==> config.mk <==
export PLATFORM = sky130hd
export DESIGN_NAME = pushbutton_conditioner
export DESIGN_NICKNAME = d
export VERILOG_FILES = /design/src/rtl/pb_cond_pkg.sv /design/src/rtl/key_debounce_ch.sv /design/src/rtl/pushbutton_conditioner.sv
export SDC_FILE = /design/constraint.sdc
export NUM_CORES = 1
export LEC_CHECK = 0
export ABC_AREA = 1
export CORE_ASPECT_RATIO = 1.5
export CORE_MARGIN = 8
export CORE_UTILIZATION = 35
export DETAILED_ROUTE_END_ITERATION = 8
export GPL_ROUTABILITY_DRIVEN = 0
export PLACE_DENSITY = 0.51
export RECOVER_POWER = 100
export SLEW_MARGIN = 20
export SYNTH_ARGS = -nofsm -noshare
export SYNTH_HDL_FRONTEND = slang
export SYNTH_SLANG_ARGS = --single-unit
==> constraint.sdc <==
create_clock -name clk -period 1.8 [get_ports clk]
set_clock_uncertainty 0.15 [all_clocks]
set_input_delay 0.27 -clock clk [delete_from_list [all_inputs] [get_ports clk]]
set_output_delay 0.27 -clock clk [all_outputs]
set_load 0.1 [all_outputs]
==> src/rtl/pb_cond_pkg.sv <==
// Purpose: shared types and defaults for the pushbutton debounce block.
// Latency: n/a (declarations only).
// Backpressure: n/a; keys are free-running levels with no flow control.
package pb_cond_pkg;

    // Per-channel debounce states: two stable states, each with a qualifying shadow.
    typedef enum logic [1:0] {
        REL     = 2'd0,
        CHK_PRS = 2'd1,
        PRS     = 2'd2,
        CHK_REL = 2'd3
    } deb_state_t;

    // 10 ms hold time at a 50 MHz clock.
    localparam int DEFAULT_CNT_MAX = 500_000;

endpackage

==> src/rtl/key_debounce_ch.sv <==
// Purpose: one key channel: 2-flop synchroniser, stability counter, debounce FSM, pulse flops.
// Latency: an accepted level reaches key_n_out and a pulse CNT_MAX+1 edges after sync1 captures it.
// Backpressure: none; the channel samples every cycle and outputs are plain flop levels/strobes.
module key_debounce_ch
    import pb_cond_pkg::*;
#(
    parameter int CNT_MAX = DEFAULT_CNT_MAX,
    parameter int CNT_W   = $clog2(CNT_MAX + 1)
) (
    input  logic clk,
    input  logic reset_n,
    input  logic key_n_in,
    output logic key_n_out,
    output logic press_pulse,
    output logic release_pulse
);

    // Terminal count: the CHK state is left here, so the counter never wraps.
    localparam logic [CNT_W-1:0] CNT_LAST = CNT_W'(CNT_MAX - 1);

    logic             sync1_q, sync1_d;
    logic             sync2_q, sync2_d;
    deb_state_t       state_q, state_d;
    logic [CNT_W-1:0] cnt_q,   cnt_d;
    logic             key_q,   key_d;
    logic             press_q, press_d;
    logic             rel_q,   rel_d;

    // Synchroniser inputs: raw pin into sync1, sync1 into sync2.
    always_comb begin
        sync1_d = key_n_in;
        sync2_d = sync1_q;
    end

    // Next-state: qualify a new sync2 level for CNT_MAX cycles; any bounce
    // drops straight back to the stable state with the count cleared.
    always_comb begin
        state_d = state_q;
        cnt_d   = cnt_q;
        key_d   = key_q;
        press_d = 1'b0;
        rel_d   = 1'b0;
        case (state_q)
            REL: begin
                if (!sync2_q) begin
                    state_d = CHK_PRS;
                    cnt_d   = CNT_W'(1);
                end
            end
            CHK_PRS: begin
                if (sync2_q) begin
                    state_d = REL;
                    cnt_d   = '0;
                end else if (cnt_q == CNT_LAST) begin
                    state_d = PRS;
                    key_d   = 1'b0;
                    press_d = 1'b1;
                    cnt_d   = '0;
                end else begin
                    cnt_d = cnt_q + CNT_W'(1);
                end
            end
            PRS: begin
                if (sync2_q) begin
                    state_d = CHK_REL;
                    cnt_d   = CNT_W'(1);
                end
            end
            CHK_REL: begin
                if (!sync2_q) begin
                    state_d = PRS;
                    cnt_d   = '0;
                end else if (cnt_q == CNT_LAST) begin
                    state_d = REL;
                    key_d   = 1'b1;
                    rel_d   = 1'b1;
                    cnt_d   = '0;
                end else begin
                    cnt_d = cnt_q + CNT_W'(1);
                end
            end
            default: begin
                state_d = REL;
                cnt_d   = '0;
                key_d   = 1'b1;
            end
        endcase
    end

    // State register; reset forces the released condition with no pulses.
    always_ff @(posedge clk or negedge reset_n) begin
        if (!reset_n) begin
            sync1_q <= 1'b1;
            sync2_q <= 1'b1;
            state_q <= REL;
            cnt_q   <= '0;
            key_q   <= 1'b1;
            press_q <= 1'b0;
            rel_q   <= 1'b0;
        end else begin
            sync1_q <= sync1_d;
            sync2_q <= sync2_d;
            state_q <= state_d;
            cnt_q   <= cnt_d;
            key_q   <= key_d;
            press_q <= press_d;
            rel_q   <= rel_d;
        end
    end

    assign key_n_out     = key_q;
    assign press_pulse   = press_q;
    assign release_pulse = rel_q;

endmodule

==> src/rtl/pushbutton_conditioner.sv <==
// Purpose: debounces NUM_KEYS raw active-low keys into clean levels plus press/release strobes.
// Latency: CNT_MAX+1 edges from sync1 capture of a stable level to output update.
// Backpressure: none; every channel runs independently every cycle.
module pushbutton_conditioner
    import pb_cond_pkg::*;
#(
    parameter int NUM_KEYS = 4,
    parameter int CNT_MAX  = DEFAULT_CNT_MAX,
    parameter int CNT_W    = $clog2(CNT_MAX + 1)
) (
    input  logic                clk,
    input  logic                reset_n,
    input  logic [NUM_KEYS-1:0] key_n_in,
    output logic [NUM_KEYS-1:0] key_n_out,
    output logic [NUM_KEYS-1:0] press_pulse,
    output logic [NUM_KEYS-1:0] release_pulse
);

    // One fully independent debounce channel per key.
    for (genvar i = 0; i < NUM_KEYS; i++) begin : g_ch
        key_debounce_ch #(
            .CNT_MAX (CNT_MAX),
            .CNT_W   (CNT_W)
        ) u_ch (
            .clk           (clk),
            .reset_n       (reset_n),
            .key_n_in      (key_n_in[i]),
            .key_n_out     (key_n_out[i]),
            .press_pulse   (press_pulse[i]),
            .release_pulse (release_pulse[i])
        );
    end

endmodule
* Yosys cells after proc, flatten, opt, wreduce, memory -nomap -nowiden
Index checks and enable logic that the tools add are counted.
W data, S select, Z words.
** Storage, ports and cells
- ROM bits :: 0
- Bits in writable memories :: 0
- Word-level logic and storage cells :: 192
- Output and inout bits :: 12
- Latch bits :: 0
- Memories :: 0
- Register bits after elaboration :: 104
** Cells by class
- Equal/unequal tests :: 48
- $mul :: 0
- Shift operators :: 0
- Magnitude comparators :: 0
- Bitwise gates (word level) :: 0
- Multiplexer cells :: 92
- Reduce and logical (&&, ||, !) cells :: 20
- $add $sub $neg :: 4
- Divide/modulo/power cells :: 0
** Operators by type and width (number)
- $mux W19 :: 20
- $pmux W19 S4 :: 4
- $add A19 B1 Y19 const B :: 4
- $eq A19 B19 Y1 const B :: 4
- $mux W2 :: 24
- $mux W1 :: 36
- $ne A2 B1 Y1 const B :: 16
- $pmux W2 S4 :: 4
- $reduce_and A5 Y1 :: 4
- $eq A2 B2 Y1 const B :: 8
- $ne A2 B2 Y1 const B :: 8
- $reduce_and A4 Y1 :: 4
- $ne A3 B1 Y1 const B :: 4
- $ne A3 B3 Y1 const B :: 4
- $eq A2 B1 Y1 const B :: 4
- $logic_not A2 Y1 :: 4
- $pmux W1 S2 :: 4
- $reduce_and A2 Y1 :: 4
- $reduce_bool A2 Y1 :: 4

* Logic depth before layout (Yosys ltp)
- Word-level depth :: 4
- Depth in mapped cells :: 10
- Mapped depth without buffers :: 10

* Modules after synthesis
Synthesis repeated with hierarchy kept, for this count alone.
** Second synthesis, totals
- Cell total of the unflattened synthesis :: 874
- Area total of the unflattened synthesis :: 6291.0 µm²
** By module, submodules not included
- key_debounce_ch at g_ch[0].u_ch ... :: cells each 219, instances 3, area each 1577.8 µm², seq. area each 654.4 µm²
- key_debounce_ch at g_ch[3].u_ch :: cells each 217, instances 1, area each 1557.7 µm², seq. area each 654.4 µm²

* Least setup slack after synthesis
No wires, ideal clock.
- Path kind :: register to register
- Start :: register g_ch[1].u_ch.cnt_q[0]
- End :: register g_ch[1].u_ch.cnt_q[10]
- Setup time :: 0.126 ns
- Data arrival time :: 1.375 ns
- Stages on the path, launching flop included :: 9
- Data required time :: 1.524 ns
- Slack :: 0.149 ns
- Buffers on the path :: 0
- Path through :: dfrtp_1 ha_1 nand2_1 nor2_1 nand3_1 nand2_2 inv_1 nand3_1 o21ai_0
** Between the ends
- Word-level cells in the longest chain between the ends :: 4
** Ends and longest elaborated chain
- from (decl) :: line key_debounce_ch.sv:24 : logic [CNT_W-1:0] cnt_q, cnt_d;
- from (signal assigned) :: line key_debounce_ch.sv:104 : cnt_q <= cnt_d;
- $add A19 B1 Y19 or $eq A19 B19 Y1 (tied branches)
- $mux W19 * :: line key_debounce_ch.sv:54, key_debounce_ch.sv:73
- $mux W19 (on tied branches) :: line key_debounce_ch.sv:70, key_debounce_ch.sv:51
- $pmux W19 S4 * :: line key_debounce_ch.sv:43 : case (state_q)
Every way passes the cells marked *; elsewhere a longest branch is shown, timed or not.
A chain may end at the register's enable or synchronous reset.

* Final worst setup path
- Start :: register g_ch[0].u_ch.sync2_q
- End :: register g_ch[0].u_ch.cnt_q[4]
** Between the ends
- Word-level cells in the longest chain between the ends :: 2
** Ends and longest elaborated chain
- from (decl) :: line key_debounce_ch.sv:22 : logic sync2_q, sync2_d;
- from (signal assigned) :: line key_debounce_ch.sv:102 : sync2_q <= sync2_d;
- $mux W19 (tied with other cells) :: line key_debounce_ch.sv:70 : if (!sync2_q) begin
- $pmux W19 S4 or $reduce_and A2 Y1 (tied branches)
- to (signal assigned) :: line key_debounce_ch.sv:104
- to (decl) :: line key_debounce_ch.sv:24
Parallel ways exist; a longest one is shown, timed or not.

==> flow_summary.json <==
{
  "synth_edf_count": 0,
  "die-width_um": 122,
  "timing.critical_path.buf_inv": 5,
  "cpPeakStageDelay_ns": 0.59,
  "ioPinCount": 18,
  "cts_buffer_depth": 2,
  "syn_nets": 811,
  "syn_to_final_growth_pct": 19.0,
  "path_clk_slew_ns": 0.07,
  "crit_end": "g_ch[0].u_ch.cnt_q[4]$_DFFE_PN0P_",
  "routed_wire_length_per_instance_um": 13.9,
  "cts_tree": "yes",
  "rsz0062_at_grt": "yes",
  "grt_overflow": 0,
  "stdcell_area_um2": 7070,
  "drt-total-wl_um": 15000,
  "critPathSlowestCell": "dfstp_1",
  "critical_path_required_ns": 1.89,
  "drc": 0,
  "cp.depth": 10,
  "syn_inst": 801,
  "status": "completed",
  "setup_viol_count_final": 0,
  "rows": 58,
  "port_buffers": 17,
  "grt_first_pass_wirelength_um": 24900,
  "reg2reg_depth": 10,
  "grt_use_met3_pct": 2.09,
  "grt_max_degree": 29,
  "finalMaxSlewViolations": 0,
  "die_h_um": 176,
  "netlist-cell-type-count": 37,
  "htreeDepth": 3,
  "cts.sinks": 104,
  "grt_pass1_vias": 5260,
  "seq_area_frac_synth_pct": 44.1,
  "grtUsageMet1_pct": 16.7,
  "hp-start": "g_ch[1].u_ch.sync1_q$_DFF_PN1_",
  "r2r_start": "g_ch[0].u_ch.sync2_q$_DFF_PN1_",
  "final_layout_size_suffix_gt1_share_pct": 20.0,
  "vias_per_cell": 5.00,
  "worstReg2RegEnd": "g_ch[0].u_ch.cnt_q[4]$_DFFE_PN0P_",
  "max-vdd-ir-drop_uv": 499,
  "async_reset_ff_share_pct": 100,
  "pre_cts_ws_ns": 0.0100,
  "nets": 875,
  "antenna_found_initial": 0,
  "crit_fanout": 6,
  "p_sw_uw": 1730,
  "period_minus_slack_ns": 1.80,
  "root_buffer": "clkbuf_16",
  "crit_path_end_kind": "flop",
  "numCtsBuffers": 9,
  "pwr-share-comb_pct": 20.7,
  "grt.total_usage_pct": 14.3,
  "max_freq_mhz": 556,
  "use_met2_pct": 25.0,
  "dr.pass1.iters": 5,
  "synth_seq_cells": 104,
  "hp-class": "flop to flop",
  "drtIter0Drc": 288,
  "yosysWarnings": 0,
  "r2r_slack_ns": 0.002,
  "initial_utilization_pct": 35.6,
  "drtAntennaViolNets": 0,
  "leakage_uw": 0.00314,
  "power_density_nw_per_um2": 809,
  "worstPathArrival_ns": 1.89,
  "slew_headroom_pct": 45.6,
  "path_common_cell": "inv_1",
  "p_int_uw": 3980,
  "p_sw_share_pct": 30.3,
  "grt-busiest-layer": "met2",
  "dpl-instance-area_um2": 6690,
  "clock_power_share_pct": 33.6,
  "diodes": 0,
  "cp_top_family": "flip-flops",
  "hold_viol": 0,
  "max-cap-violations": 0,
  "tightest_slew_ns": 0.816,
  "final_util_pct": 42.3,
  "seqPwrFrac_pct": 45.7,
  "p_total_uw": 5710,
  "path_class": "flop to flop",
  "die_area_um2": 21500,
  "vias": 5405,
  "syn_area_um2": 5940,
  "ys.flop_type": "dfrtp_1",
  "post-dp-hpwl_um": 10900,
  "avgSynthCellArea_um2": 7.42,
  "crit_start": "g_ch[0].u_ch.sync2_q$_DFF_PN1_",
  "core_um2": 16700,
  "clkLatencyLatePin_ns": 0.36,
  "crit_chain": "inv_2 -> nand2_2 -> nand2_4 -> nor2_4 -> clkinvlp_4 -> buf_6 -> nand2_1 -> inv_1 -> o21ai_1 -> inv_1",
  "fin_ws_ns": 0.00155,
  "critPathLaunchType": "flop",
  "period_share_pct": 99.9
}
==> worst reg2reg max path, delay by kind of cell, from the launching register on <==
| kind | cells | cell delay, ns |
|---|---|---|
| compound gates | 1 | 0.15 |
| buf+inv | 5 | 0.45 |
| flops | 1 | 0.59 |
| simple gates | 4 | 0.36 |
==> through the flow <==
| stage | TNS, ns | hold WS (ns) | instances |
|---|---|---|---|
| after floorplan | 0 | -0.176 | 801 |
| after global placement | 0 | 0.0958 | 1044 |
| after detailed placement | 0 | 0.108 | 1044 |
| after CTS | 0 | 0.154 | 1061 |
| after global routing | -1.30 | 0.210 | 1080 |
| final | 0 | 0.205 | 1080 |
==> cells by family after synthesis <==
family	Yosys count	share of synthesized area, %
compound gates	108	10.2
flops	104	44.1
xor+xnor	16	2.36
simple gates	432	32.7
buf+inv	137	9.84
fa+ha+maj	4	0.842
==> final cells by class <==
type | count | area (µm²)
fillers | 1717 | 9620
multi-input cells | 560 | 2870
flip-flops and latches | 104 | 2620
repair buffers | 75 | 591
inverters | 115 | 439
clock buffers | 14 | 264
well taps | 210 | 263
clock inverters | 2 | 13.8
==> cells in the mapped netlist (all sizes together) (14+ instances only) <==
cell   instances  area, µm²
a21oi         18        101
buf           21        149
dfrtp         92       2300
inv          115        432
nand2        209        807
nand3         68        340
nand4         26        163
nor2         101        454
nor3          22        135
o21ai         61        309
o22ai         19        119
xor2          14        123
==> repair_timing <==
item / CTS / global route
setup buffers: 0 / 19
setup endpoints to repair: 0 / 70
resized for setup: 0 / 56
hold buffers: 1 / 0
endpoints found under the hold margin: 20 / 0
==> placed cells by master, fill, tap and decap left out, drive strengths merged, types with 3 or more instances in the layout <==
| master | instances |
|---|---|
| nand2 | 209 |
| a31oi | 3 |
| nand4 | 26 |
| dfstp | 12 |
| nor2 | 101 |
| nand3 | 68 |
| xor2 | 14 |
| clkbuf | 34 |
| ha | 4 |
| dfrtp | 92 |
| dlygate4sd3 | 5 |
| inv | 113 |
| o22ai | 19 |
| buf | 50 |
| o21ai | 61 |
| a21oi | 18 |
| nor3 | 22 |
==> metal layers <==
layer  vias up  share of wire [%]
met2        87                 53
met3        15                2.6
met1      2598                 43
met5         -                  0
li1       2705                  -
met4         0                2.1
==> flip-flops by register name, indices dropped and copies added (netlist names), named ones only <==
register / count
g_ch.u_ch.state_q: 4
g_ch.u_ch.sync2_q: 4
g_ch.u_ch.cnt_q: 76
g_ch.u_ch.sync1_q: 4
g_ch.u_ch.release_pulse: 4
g_ch.u_ch.press_pulse: 4
g_ch.u_ch.key_n_out: 4
==> worst min-delay path by stage <==
stage,endpoint,cells after the start
after floorplan,asynchronous set/reset pin,0
after global placement,g_ch[3].u_ch.cnt_q[0]$_DFFE_PN0P_,1
after detailed placement,g_ch[3].u_ch.cnt_q[18]$_DFFE_PN0P_,1
after CTS,g_ch[3].u_ch.sync1_q$_DFF_PN1_,1
after global routing,g_ch[1].u_ch.sync2_q$_DFF_PN1_,0
final,g_ch[1].u_ch.sync2_q$_DFF_PN1_,0
==> power by group through the flow <==
stage	logic, µW	clock network (µW)	registers [µW]
4_1_cts	961	1970	2590
3_5_place_dp	961	0	2630
6_report	1180	1920	2610
2_1_floorplan	582	0	2600
3_3_place_gp	941	0	2630
5_1_grt	1310	2030	2630
(Power assumes the default switching activity.)
